--- config.mk ---
export PLATFORM = sky130hd
export DESIGN_NAME = pc_ir_stage
export DESIGN_NICKNAME = d
export VERILOG_FILES = /design/src/rtl/pc_ir_stage.sv
export SDC_FILE = /design/constraint.sdc
export NUM_CORES = 1
export LEC_CHECK = 0
export BUFFER_PORTS_ARGS = -buffer_cell sky130_fd_sc_hd__buf_2
export CAP_MARGIN = 30
export CORE_MARGIN = 2
export CORE_UTILIZATION = 35
export DETAILED_ROUTE_END_ITERATION = 10
export HOLD_SLACK_MARGIN = 0.08
export PLACE_DENSITY = 0.73
export SYNTH_ARGS = -nofsm -noshare
export SYNTH_HDL_FRONTEND = slang
export SYNTH_SLANG_ARGS = --single-unit
--- constraint.sdc ---
create_clock -name clk -period 1.5 [get_ports clk]
set_input_delay 0.3 -clock clk [delete_from_list [all_inputs] [get_ports clk]]
set_output_delay 0.3 -clock clk [all_outputs]
set_load 0.02 [all_outputs]
--- src/rtl/pc_ir_stage.sv ---
// pc_ir_stage: multicycle MIPS fetch-side registers (PC, IR, MDR, ALUOut) with IR field decode.
module pc_ir_stage #(
    parameter int BIT_WIDTH = 32,
    parameter int BIT_CTRL = 6,
    parameter logic [BIT_WIDTH-1:0] RESET_PC = 32'h0040_0000
) (
    input  logic                 clk,
    input  logic                 rst,
    input  logic                 PCWrite,
    input  logic                 Branch,
    input  logic                 Zero,
    input  logic                 PCSrc,
    input  logic                 IorD,
    input  logic                 IRWrite,
    input  logic [BIT_WIDTH-1:0] ALUResult,
    input  logic [BIT_WIDTH-1:0] MemRdData,
    output logic [BIT_WIDTH-1:0] MemAddr,
    output logic [BIT_WIDTH-1:0] PC,
    output logic                 PCEn,
    output logic [BIT_WIDTH-1:0] Instr,
    output logic [BIT_CTRL-1:0]  Op,
    output logic [BIT_CTRL-1:0]  Funct,
    output logic [4:0]           Rs,
    output logic [4:0]           Rt,
    output logic [4:0]           Rd,
    output logic [BIT_WIDTH-1:0] SignImm,
    output logic [BIT_WIDTH-1:0] Data,
    output logic [BIT_WIDTH-1:0] ALUOut,
    output logic                 MisalignErr
);
    logic [BIT_WIDTH-1:0] pc_q, pc_d, instr_q, instr_d, data_q, aluout_q, pc_next;
    logic                 misalign_q, misalign_d;

    // The PC is always stored word aligned; a misaligned target is flagged, not trapped.
    always_comb begin
        PCEn       = PCWrite | (Branch & Zero);
        pc_next    = PCSrc ? aluout_q : ALUResult;
        pc_d       = PCEn ? {pc_next[BIT_WIDTH-1:2], 2'b00} : pc_q;
        misalign_d = misalign_q | (PCEn & |pc_next[1:0]);
        instr_d    = IRWrite ? MemRdData : instr_q;
    end

    always_ff @(posedge clk) begin
        if (rst) begin
            pc_q       <= RESET_PC;
            instr_q    <= '0;
            data_q     <= '0;
            aluout_q   <= '0;
            misalign_q <= 1'b0;
        end else begin
            pc_q       <= pc_d;
            instr_q    <= instr_d;
            data_q     <= MemRdData;
            aluout_q   <= ALUResult;
            misalign_q <= misalign_d;
        end
    end

    assign MemAddr     = IorD ? aluout_q : pc_q;
    assign PC          = pc_q;
    assign Instr       = instr_q;
    assign Op          = instr_q[BIT_WIDTH-1 -: BIT_CTRL];
    assign Funct       = instr_q[BIT_CTRL-1:0];
    assign Rs          = instr_q[25:21];
    assign Rt          = instr_q[20:16];
    assign Rd          = instr_q[15:11];
    assign SignImm     = {{(BIT_WIDTH-16){instr_q[15]}}, instr_q[15:0]};
    assign Data        = data_q;
    assign ALUOut      = aluout_q;
    assign MisalignErr = misalign_q;
endmodule

==> results of run 1 <==
[through the flow]
step,setup TNS [ps],utilization (%),worst slack (ps)
after global routing,-5.45,49.5,-5.45
after CTS,0,49.0,0.677
after global placement,0,44.8,107
after detailed placement,0,44.8,80.7
final,0,49.5,44.6
after floorplan,0,-,110
[worst max-delay path, delay by kind of cell, from the launching register on]
family	cells	cell delay [ps]
buffers and inverters	1	160
multiplexers	1	270
flip-flops	1	330
[worst paths after layout]
check                                            start                endpoint  slack [ps]  cells past startpoint
worst min-delay path                      MemRdData[1]      Data[1]$_SDFF_PP0_         120                      2
worst min register to register  MisalignErr$_SDFF_PP0_  MisalignErr$_SDFF_PP0_         480                      2
worst max-delay path             ALUOut[13]$_SDFF_PP0_             MemAddr[13]          40                      2
worst max register to register    ALUOut[1]$_SDFF_PP0_  MisalignErr$_SDFF_PP0_         470                      3
[what timing repair did]
| action | CTS | global route |
|---|---|---|
| buffers inserted | 1 | 1 |
| gates resized for setup | 5 | 28 |
| setup endpoints to repair | 21 | 32 |
| hold endpoints to repair | 0 | 0 |
[flip-flops by register name, summed over array words and instances (netlist names)]
signal	flops
ALUOut	32
Data	32
Instr	32
MisalignErr	1
PC	30
[Yosys cell counts, drive strengths merged]
library cell / number
mux2i: 62
mux2: 31
buf: 82
nor2: 62
or3: 1
a21o: 1
nor2b: 64
a31oi: 1
dfxtp: 127
or3b: 1
conb: 1
clkbuf: 12
nand2b: 1
and2: 2
a211oi: 29
[power by group through the flow]
| stage | registers [µW] | logic [µW] | clock network, µW |
|---|---|---|---|
| finish | 3740 | 1510 | 4010 |
| global route | 3770 | 1640 | 4290 |
| floorplan | 4040 | 815 | 0 |
| CTS | 3740 | 1510 | 4130 |
| detailed placement | 3810 | 1500 | 0 |
| global placement | 3800 | 1480 | 0 |
[routing by layer]
| layer | vias up | wire, µm | global-route usage (%) |
|---|---|---|---|
| li1 | 1984 | - | - |
| met1 | 1826 | 4730 | 16.6 |
| met2 | 168 | 6050 | 25.1 |
| met3 | 16 | 939 | 4.72 |
| met4 | 0 | 198 | 7.23 |
| met5 | - | 0 | 0 |
[final cells by class]
class,instances,area (µm²),area share (%)
timing repair buffer,302,1670,24.1
clock buffer,20,437,6.30
tap,180,225,3.25
clock inverter,12,144,2.08
multi-input combinational,257,1880,27.2
sequential,127,2570,37.1
[layout by cell type (no fill, tap or decap), types with 2 or more instances in the layout]
cell                         netlist  layout
sky130_fd_sc_hd__and2_1            2       2
sky130_fd_sc_hd__nor2_1           62      62
sky130_fd_sc_hd__mux2_2           29      29
sky130_fd_sc_hd__dfxtp_2           0      14
sky130_fd_sc_hd__dfxtp_4           0       2
sky130_fd_sc_hd__clkinvlp_4        0       2
sky130_fd_sc_hd__buf_4            63      11
sky130_fd_sc_hd__buf_6             0       4
sky130_fd_sc_hd__a211oi_1         29      29
sky130_fd_sc_hd__conb_1            1       2
sky130_fd_sc_hd__nor2b_1          64      64
sky130_fd_sc_hd__buf_12            2       7
sky130_fd_sc_hd__mux2_4            0       2
sky130_fd_sc_hd__clkbuf_16         0      17
sky130_fd_sc_hd__buf_2            16     280
sky130_fd_sc_hd__clkbuf_1         12       3
sky130_fd_sc_hd__bufinv_16         0       3
sky130_fd_sc_hd__clkinv_2          0       6
sky130_fd_sc_hd__mux2i_1          62      62
sky130_fd_sc_hd__dfxtp_1         127     111
[kinds of logic (layout without fill, tap and decap cells)]
family | count (synthesis) | in the layout | share of synthesized area [%]
simple gates | 131 | 131 | 13.2
mux | 93 | 93 | 19.2
buf+inv | 94 | 334 | 12.7
flops | 127 | 127 | 50.3
other cells | 1 | 2 | 0.0742
compound gates | 31 | 31 | 4.58
==> metrics.txt, run 1 <==
# TYPE chip_impl_metric gauge
chip_impl_info{name="outcome",value="completed"} 1
chip_impl_metric{name="cts_made_buffers",unit=""} 17
chip_impl_metric{name="power.share.sequential",unit="%"} 40.4
chip_impl_info{name="worstSetupEndpointType",value="output port"} 1
chip_impl_metric{name="detail_route.first_pass.iterations",unit=""} 4
chip_impl_metric{name="dieWidth",unit="µm"} 124
chip_impl_metric{name="cell_internal_pwr",unit="µW"} 6800
chip_impl_info{name="critPathSlowestCell",value="sky130_fd_sc_hd__dfxtp_2"} 1
chip_impl_info{name="synth_largest_area_cell",value="sky130_fd_sc_hd__dfxtp_1"} 1
chip_impl_metric{name="detail_route.drc_violations",unit=""} 0
chip_impl_metric{name="grt_start_max_net_pins",unit=""} 73
chip_impl_metric{name="syn_area_cell",unit="µm²"} 10.6
chip_impl_metric{name="die_height",unit="µm"} 124
chip_impl_metric{name="post_synth_inst_count",unit=""} 477
chip_impl_metric{name="seq_area_frac_synth",unit="%"} 50.3
chip_impl_metric{name="floorplan.die_area",unit="µm²"} 15400
chip_impl_metric{name="holdWs",unit="ps"} 117
chip_impl_metric{name="ios",unit=""} 293
chip_impl_metric{name="diodes",unit=""} 0
chip_impl_metric{name="p_comb_share",unit="%"} 16.3
chip_impl_metric{name="power.net_switching",unit="µW"} 2470
chip_impl_metric{name="cellLeakagePower",unit="µW"} 0.00364
chip_impl_metric{name="postLayoutCellArea",unit="µm²"} 6930
chip_impl_metric{name="synth_top_area_share",unit="%"} 50.3
chip_impl_metric{name="data_required_time_of_the_worst_path",unit="ps"} 1200
chip_impl_metric{name="crit_path_max_fanout",unit=""} 3
chip_impl_info{name="clock-root-buffer",value="sky130_fd_sc_hd__clkbuf_16"} 1
chip_impl_metric{name="finalSetupViolCount",unit=""} 0
chip_impl_metric{name="syn2layout_area_growth",unit="%"} 37.0
chip_impl_metric{name="antenna_found_initial",unit=""} 0
chip_impl_metric{name="dpl_cell_area",unit="µm²"} 6260
chip_impl_metric{name="fin_crit",unit="ps"} 1460
chip_impl_metric{name="drt_iter0_drc",unit=""} 124
chip_impl_metric{name="clockBufferDepth",unit=""} 2
chip_impl_info{name="worstPathCellList",value="mux2_2, buf_4"} 1
chip_impl_metric{name="totalPowerFinal",unit="µW"} 9260
chip_impl_info{name="tritoncts_clock_tree",value="yes"} 1
chip_impl_metric{name="vias",unit=""} 3994
chip_impl_metric{name="buffer_ports.inserted",unit=""} 290
chip_impl_metric{name="htreeDepth",unit=""} 4
chip_impl_metric{name="ys.warnings.count",unit=""} 0
chip_impl_metric{name="clk_transition_reported_paths",unit="ps"} 50
chip_impl_metric{name="nNetsFinal",unit=""} 777
chip_impl_metric{name="global_route_wire_length_before_repair",unit="µm"} 17200
chip_impl_metric{name="placement_rows",unit=""} 43
chip_impl_metric{name="avgViaCountPerCell",unit=""} 4.45
chip_impl_metric{name="fin_crit_sh",unit="%"} 97.0
chip_impl_metric{name="fillerInstances",unit=""} 1319
chip_impl_metric{name="switching_power_as_a_share_of_total_power",unit="%"} 26.6
chip_impl_metric{name="initial_core_util",unit="%"} 36.1
chip_impl_metric{name="floorplan.core_area",unit="µm²"} 14000
chip_impl_metric{name="final-hold-violation-count",unit=""} 0
chip_impl_metric{name="gp_congestion",unit=""} 0.719
chip_impl_metric{name="worst-endpoint-arrival",unit="ps"} 1160
chip_impl_metric{name="cap_viol_max_count",unit=""} 0
chip_impl_metric{name="cts.sinks",unit=""} 127
chip_impl_metric{name="first_global_vias",unit=""} 3409
chip_impl_metric{name="peakVddDrop",unit="mV"} 0.662
chip_impl_metric{name="cell_area_synth",unit="µm²"} 5060
chip_impl_info{name="startpoint_type_of_the_worst_setup_path",value="flip-flop"} 1
chip_impl_metric{name="finish.cell_count_without_fillers",unit=""} 898
chip_impl_metric{name="dp_hpwl",unit="µm"} 8790
chip_impl_metric{name="netlist-cell-type-count",unit=""} 19
chip_impl_metric{name="grt_residual_overflow",unit=""} 0
chip_impl_metric{name="power_density",unit="nW/µm²"} 1340
chip_impl_metric{name="worst_clock_skew",unit="ps"} 3.59
chip_impl_metric{name="fmax",unit="MHz"} 687
chip_impl_info{name="ys_top_cells_by_area",value="sky130_fd_sc_hd__dfxtp_1 50%, sky130_fd_sc_hd__mux2i_1 12%, sky130_fd_sc_hd__buf_4 9.4%"} 1
chip_impl_metric{name="wire_per_inst",unit="µm"} 13.3
chip_impl_metric{name="drive_above_1_share",unit="%"} 52.8
chip_impl_metric{name="wirelength",unit="µm"} 11900
chip_impl_metric{name="numPlacedInstances",unit=""} 864
chip_impl_metric{name="clockPowerShare",unit="%"} 43.3
chip_impl_metric{name="cts_hold_buffers",unit=""} 0
chip_impl_metric{name="slowest_delay",unit="ps"} 330
chip_impl_metric{name="max_slew_violation_count",unit=""} 0
chip_impl_info{name="timing.setup.critical_path_class",value="reg2out"} 1
chip_impl_metric{name="ys_ff_latch",unit=""} 127
chip_impl_info{name="hold_path.class",value="in2reg"} 1
chip_impl_metric{name="route.antenna.remaining_nets",unit=""} 0
chip_impl_metric{name="grtUsageTotal",unit="%"} 14.8
chip_impl_metric{name="worstSkewPairLatency",unit="ps"} 410
Note: power is estimated with default switching activity, not from simulation.
==> inputs of run 2 (changes only) <==
--- a/config.mk
+++ b/config.mk
@@ -10,8 +10,8 @@
 export CORE_MARGIN = 2
 export CORE_UTILIZATION = 35
 export DETAILED_ROUTE_END_ITERATION = 10
-export HOLD_SLACK_MARGIN = 0.08
 export PLACE_DENSITY = 0.73
+export SETUP_SLACK_MARGIN = 0.15
 export SYNTH_ARGS = -nofsm -noshare
 export SYNTH_HDL_FRONTEND = slang
 export SYNTH_SLANG_ARGS = --single-unit
==> run 2 against run 1 <==
  * Hold slack gained 1.9 ps
  * Core utilization is 5.7 points higher
  * Wire length rose by 15%
  * Combinational power up 22%
  * Worst setup slack better by 15 ps
  * Clock power grew 4%
  * Sequential share of layout area decreased by 3.1 points
  * Clock skew is essentially flat
  * Register-to-register slack barely moved
  * Global-route usage rose by 1.7 points
  * Total power grew 5.4%
  * Via count grew 6.4%
==> metrics.txt, run 2 (synthesized netlist as in run 1, its figures left out) <==
# TYPE chip_impl_metric gauge
chip_impl_info{name="outcome",value="completed"} 1
chip_impl_info{name="end_point_of_the_most_critical_hold_path",value="ALUOut[26]$_SDFF_PP0_"} 1
chip_impl_metric{name="global_route.usage.met2",unit="%"} 28.0
chip_impl_metric{name="hold-path-cell-count",unit=""} 2
chip_impl_metric{name="final.setup.tns",unit="ps"} 0
chip_impl_metric{name="fraction_of_met3_tracks_used_by_global_routing",unit="%"} 4.76
chip_impl_metric{name="vias",unit=""} 4248
chip_impl_metric{name="dp_hpwl",unit="µm"} 8870
chip_impl_info{name="most_common_library_cell_in_the_layout_ignoring_fill_and_taps",value="sky130_fd_sc_hd__buf_2"} 1
chip_impl_info{name="rsz0062_at_grt",value="yes"} 1
chip_impl_metric{name="initial_core_util",unit="%"} 36.1
chip_impl_metric{name="final-hold-violation-count",unit=""} 0
chip_impl_info{name="commonest_cells_after_routing_fill_and_taps_aside",value="242 x sky130_fd_sc_hd__buf_2, 65 x sky130_fd_sc_hd__dfxtp_1, 64 x sky130_fd_sc_hd__nor2b_1"} 1
chip_impl_metric{name="worst-endpoint-arrival",unit="ps"} 1140
chip_impl_metric{name="use_met1",unit="%"} 18.8
chip_impl_metric{name="nNetsFinal",unit=""} 829
chip_impl_metric{name="cts_hold_buffers",unit=""} 0
chip_impl_metric{name="holdWs",unit="ps"} 119
chip_impl_metric{name="detail_route.drc_violations",unit=""} 0
chip_impl_metric{name="clockBufferDepth",unit=""} 2
chip_impl_metric{name="placement_rows",unit=""} 43
chip_impl_info{name="worstSetupEndpointType",value="output port"} 1
chip_impl_metric{name="cap_viol_max_count",unit=""} 0
chip_impl_metric{name="buffer_ports.inserted",unit=""} 290
chip_impl_metric{name="htreeDepth",unit=""} 4
chip_impl_metric{name="first_global_vias",unit=""} 3929
chip_impl_info{name="worst_r2r_startpoint",value="ALUOut[1]$_SDFF_PP0_"} 1
chip_impl_metric{name="peakVddDrop",unit="mV"} 0.714
chip_impl_metric{name="grt_residual_overflow",unit=""} 0
chip_impl_info{name="hold_path.class",value="in2reg"} 1
chip_impl_metric{name="fin_crit",unit="ps"} 1440
chip_impl_metric{name="wirelength",unit="µm"} 13700
chip_impl_metric{name="antenna_found_initial",unit=""} 0
chip_impl_metric{name="die_height",unit="µm"} 124
chip_impl_metric{name="grtUsageTotal",unit="%"} 16.4
chip_impl_metric{name="r2r_slack",unit="ps"} 470
chip_impl_metric{name="floorplan.core_area",unit="µm²"} 14000
chip_impl_metric{name="diodes",unit=""} 0
chip_impl_metric{name="fillerInstances",unit=""} 1196
chip_impl_metric{name="drive_above_1_share",unit="%"} 62.2
chip_impl_metric{name="cts.sinks",unit=""} 127
chip_impl_metric{name="final_util",unit="%"} 55.2
chip_impl_metric{name="fmax",unit="MHz"} 694
chip_impl_info{name="clock-root-buffer",value="sky130_fd_sc_hd__clkbuf_16"} 1
chip_impl_metric{name="max_slew_violation_count",unit=""} 0
chip_impl_metric{name="grt_start_max_net_pins",unit=""} 57
chip_impl_metric{name="fin_crit_sh",unit="%"} 96.0
chip_impl_metric{name="ios",unit=""} 293
chip_impl_metric{name="floorplan.die_area",unit="µm²"} 15400
chip_impl_metric{name="crit_path_max_fanout",unit=""} 3
chip_impl_metric{name="data_required_time_of_the_worst_path",unit="ps"} 1200
chip_impl_metric{name="global_route_wire_length_before_repair",unit="µm"} 19400
chip_impl_info{name="grt.busiest_layer",value="met2"} 1
chip_impl_info{name="worstReg2RegEnd",value="MisalignErr$_SDFF_PP0_"} 1
chip_impl_info{name="tritoncts_clock_tree",value="yes"} 1
chip_impl_metric{name="clk_transition_reported_paths",unit="ps"} 50
chip_impl_metric{name="route.antenna.remaining_nets",unit=""} 0
chip_impl_metric{name="cts_made_buffers",unit=""} 17
chip_impl_metric{name="wire_per_inst",unit="µm"} 14.5
chip_impl_metric{name="path_depth_of_the_worst_reg2reg_path",unit=""} 3
chip_impl_metric{name="avgViaCountPerCell",unit=""} 4.48
chip_impl_metric{name="worstSkewPairLatency",unit="ps"} 400
chip_impl_info{name="timing.setup.critical_path_class",value="reg2out"} 1
chip_impl_metric{name="cellLeakagePower",unit="µW"} 0.00404
chip_impl_metric{name="syn2layout_area_growth",unit="%"} 52.8
chip_impl_metric{name="finalSetupViolCount",unit=""} 0
chip_impl_metric{name="detail_route.first_pass.iterations",unit=""} 4
chip_impl_metric{name="worst_clock_skew",unit="ps"} 3.57
chip_impl_metric{name="gp_congestion",unit=""} 0.754
chip_impl_info{name="startpoint_type_of_the_worst_setup_path",value="flip-flop"} 1
chip_impl_metric{name="dieWidth",unit="µm"} 124
chip_impl_info{name="min-delay-start",value="ALUResult[26]"} 1
chip_impl_metric{name="drt_iter0_drc",unit=""} 119
chip_impl_metric{name="power_density",unit="nW/µm²"} 1260
-- run 2: changes by cell type in the layout (fill, tap and decap cells not counted), moves of 2 or more --
| cell | change |
|---|---|
| sky130_fd_sc_hd__mux2_4 | +11 |
| sky130_fd_sc_hd__buf_4 | +44 |
| sky130_fd_sc_hd__buf_6 | +45 |
| sky130_fd_sc_hd__mux2_2 | -11 |
| sky130_fd_sc_hd__buf_2 | -38 |
| sky130_fd_sc_hd__clkinv_2 | -3 |
| sky130_fd_sc_hd__clkbuf_8 | +5 |
| sky130_fd_sc_hd__and2_1 | -2 |
| sky130_fd_sc_hd__dfxtp_2 | +46 |
| sky130_fd_sc_hd__and2_4 | +2 |
| sky130_fd_sc_hd__clkinvlp_4 | -2 |
| sky130_fd_sc_hd__dfxtp_1 | -46 |
-- run 2: report_power, final --
group,switching (µW),internal (µW)
combinational,1000,834
clock,1380,2810
sequential,128,3610
total,2510,7250
-- run 2: worst max-delay path, stage by stage (launching register included) --
cell	delay [ps]
sky130_fd_sc_hd__dfxtp_2	320
sky130_fd_sc_hd__mux2_2	280
sky130_fd_sc_hd__buf_6	140
-- run 2: worst max path at each step --
stage | to | cells after the start | start
3_5_place_dp | MemAddr[22] | 4 | IorD
2_1_floorplan | MemAddr[10] | 3 | IorD
3_3_place_gp | MemAddr[30] | 4 | IorD
6_report | MemAddr[31] | 2 | PC[31]$_SDFFE_PP0P_
4_1_cts | MemAddr[2] | 2 | ALUOut[2]$_SDFF_PP0_
5_1_grt | MemAddr[31] | 2 | PC[31]$_SDFFE_PP0P_
-- run 2: routing by layer --
metal / part of all wire [%] / vias to the layer above
li1: - / 2078
met1: 40 / 1963
met2: 51 / 180
met3: 6.3 / 27
met4: 2.1 / 0
met5: 0 / -
-- run 2: cell type report --
class / instances / area [µm²] / area share (%)
clock buffer: 24 / 502 / 6.50
clock inverter: 6 / 105 / 1.36
multi-input combinational: 257 / 1930 / 25.0
sequential: 127 / 2630 / 34.0
tap: 180 / 225 / 2.92
timing repair buffer: 354 / 2340 / 30.2
-- run 2: timing repair --
action                     in CTS  in global routing
gates cloned                    0                  1
resized for setup             132                 47
setup endpoints to repair      52                 57
setup buffers                  43                  5
-- run 2: per-stage QoR --
stage	area (µm²)	total power (µW)	setup WS, ps	std cells
floorplan	5060	4860	115	478
finish	7720	9760	59.4	948
detailed placement	6300	5320	97.8	869
global placement	6300	5300	114	869
CTS	7530	9790	39.8	942
global route	7720	10200	13.9	948
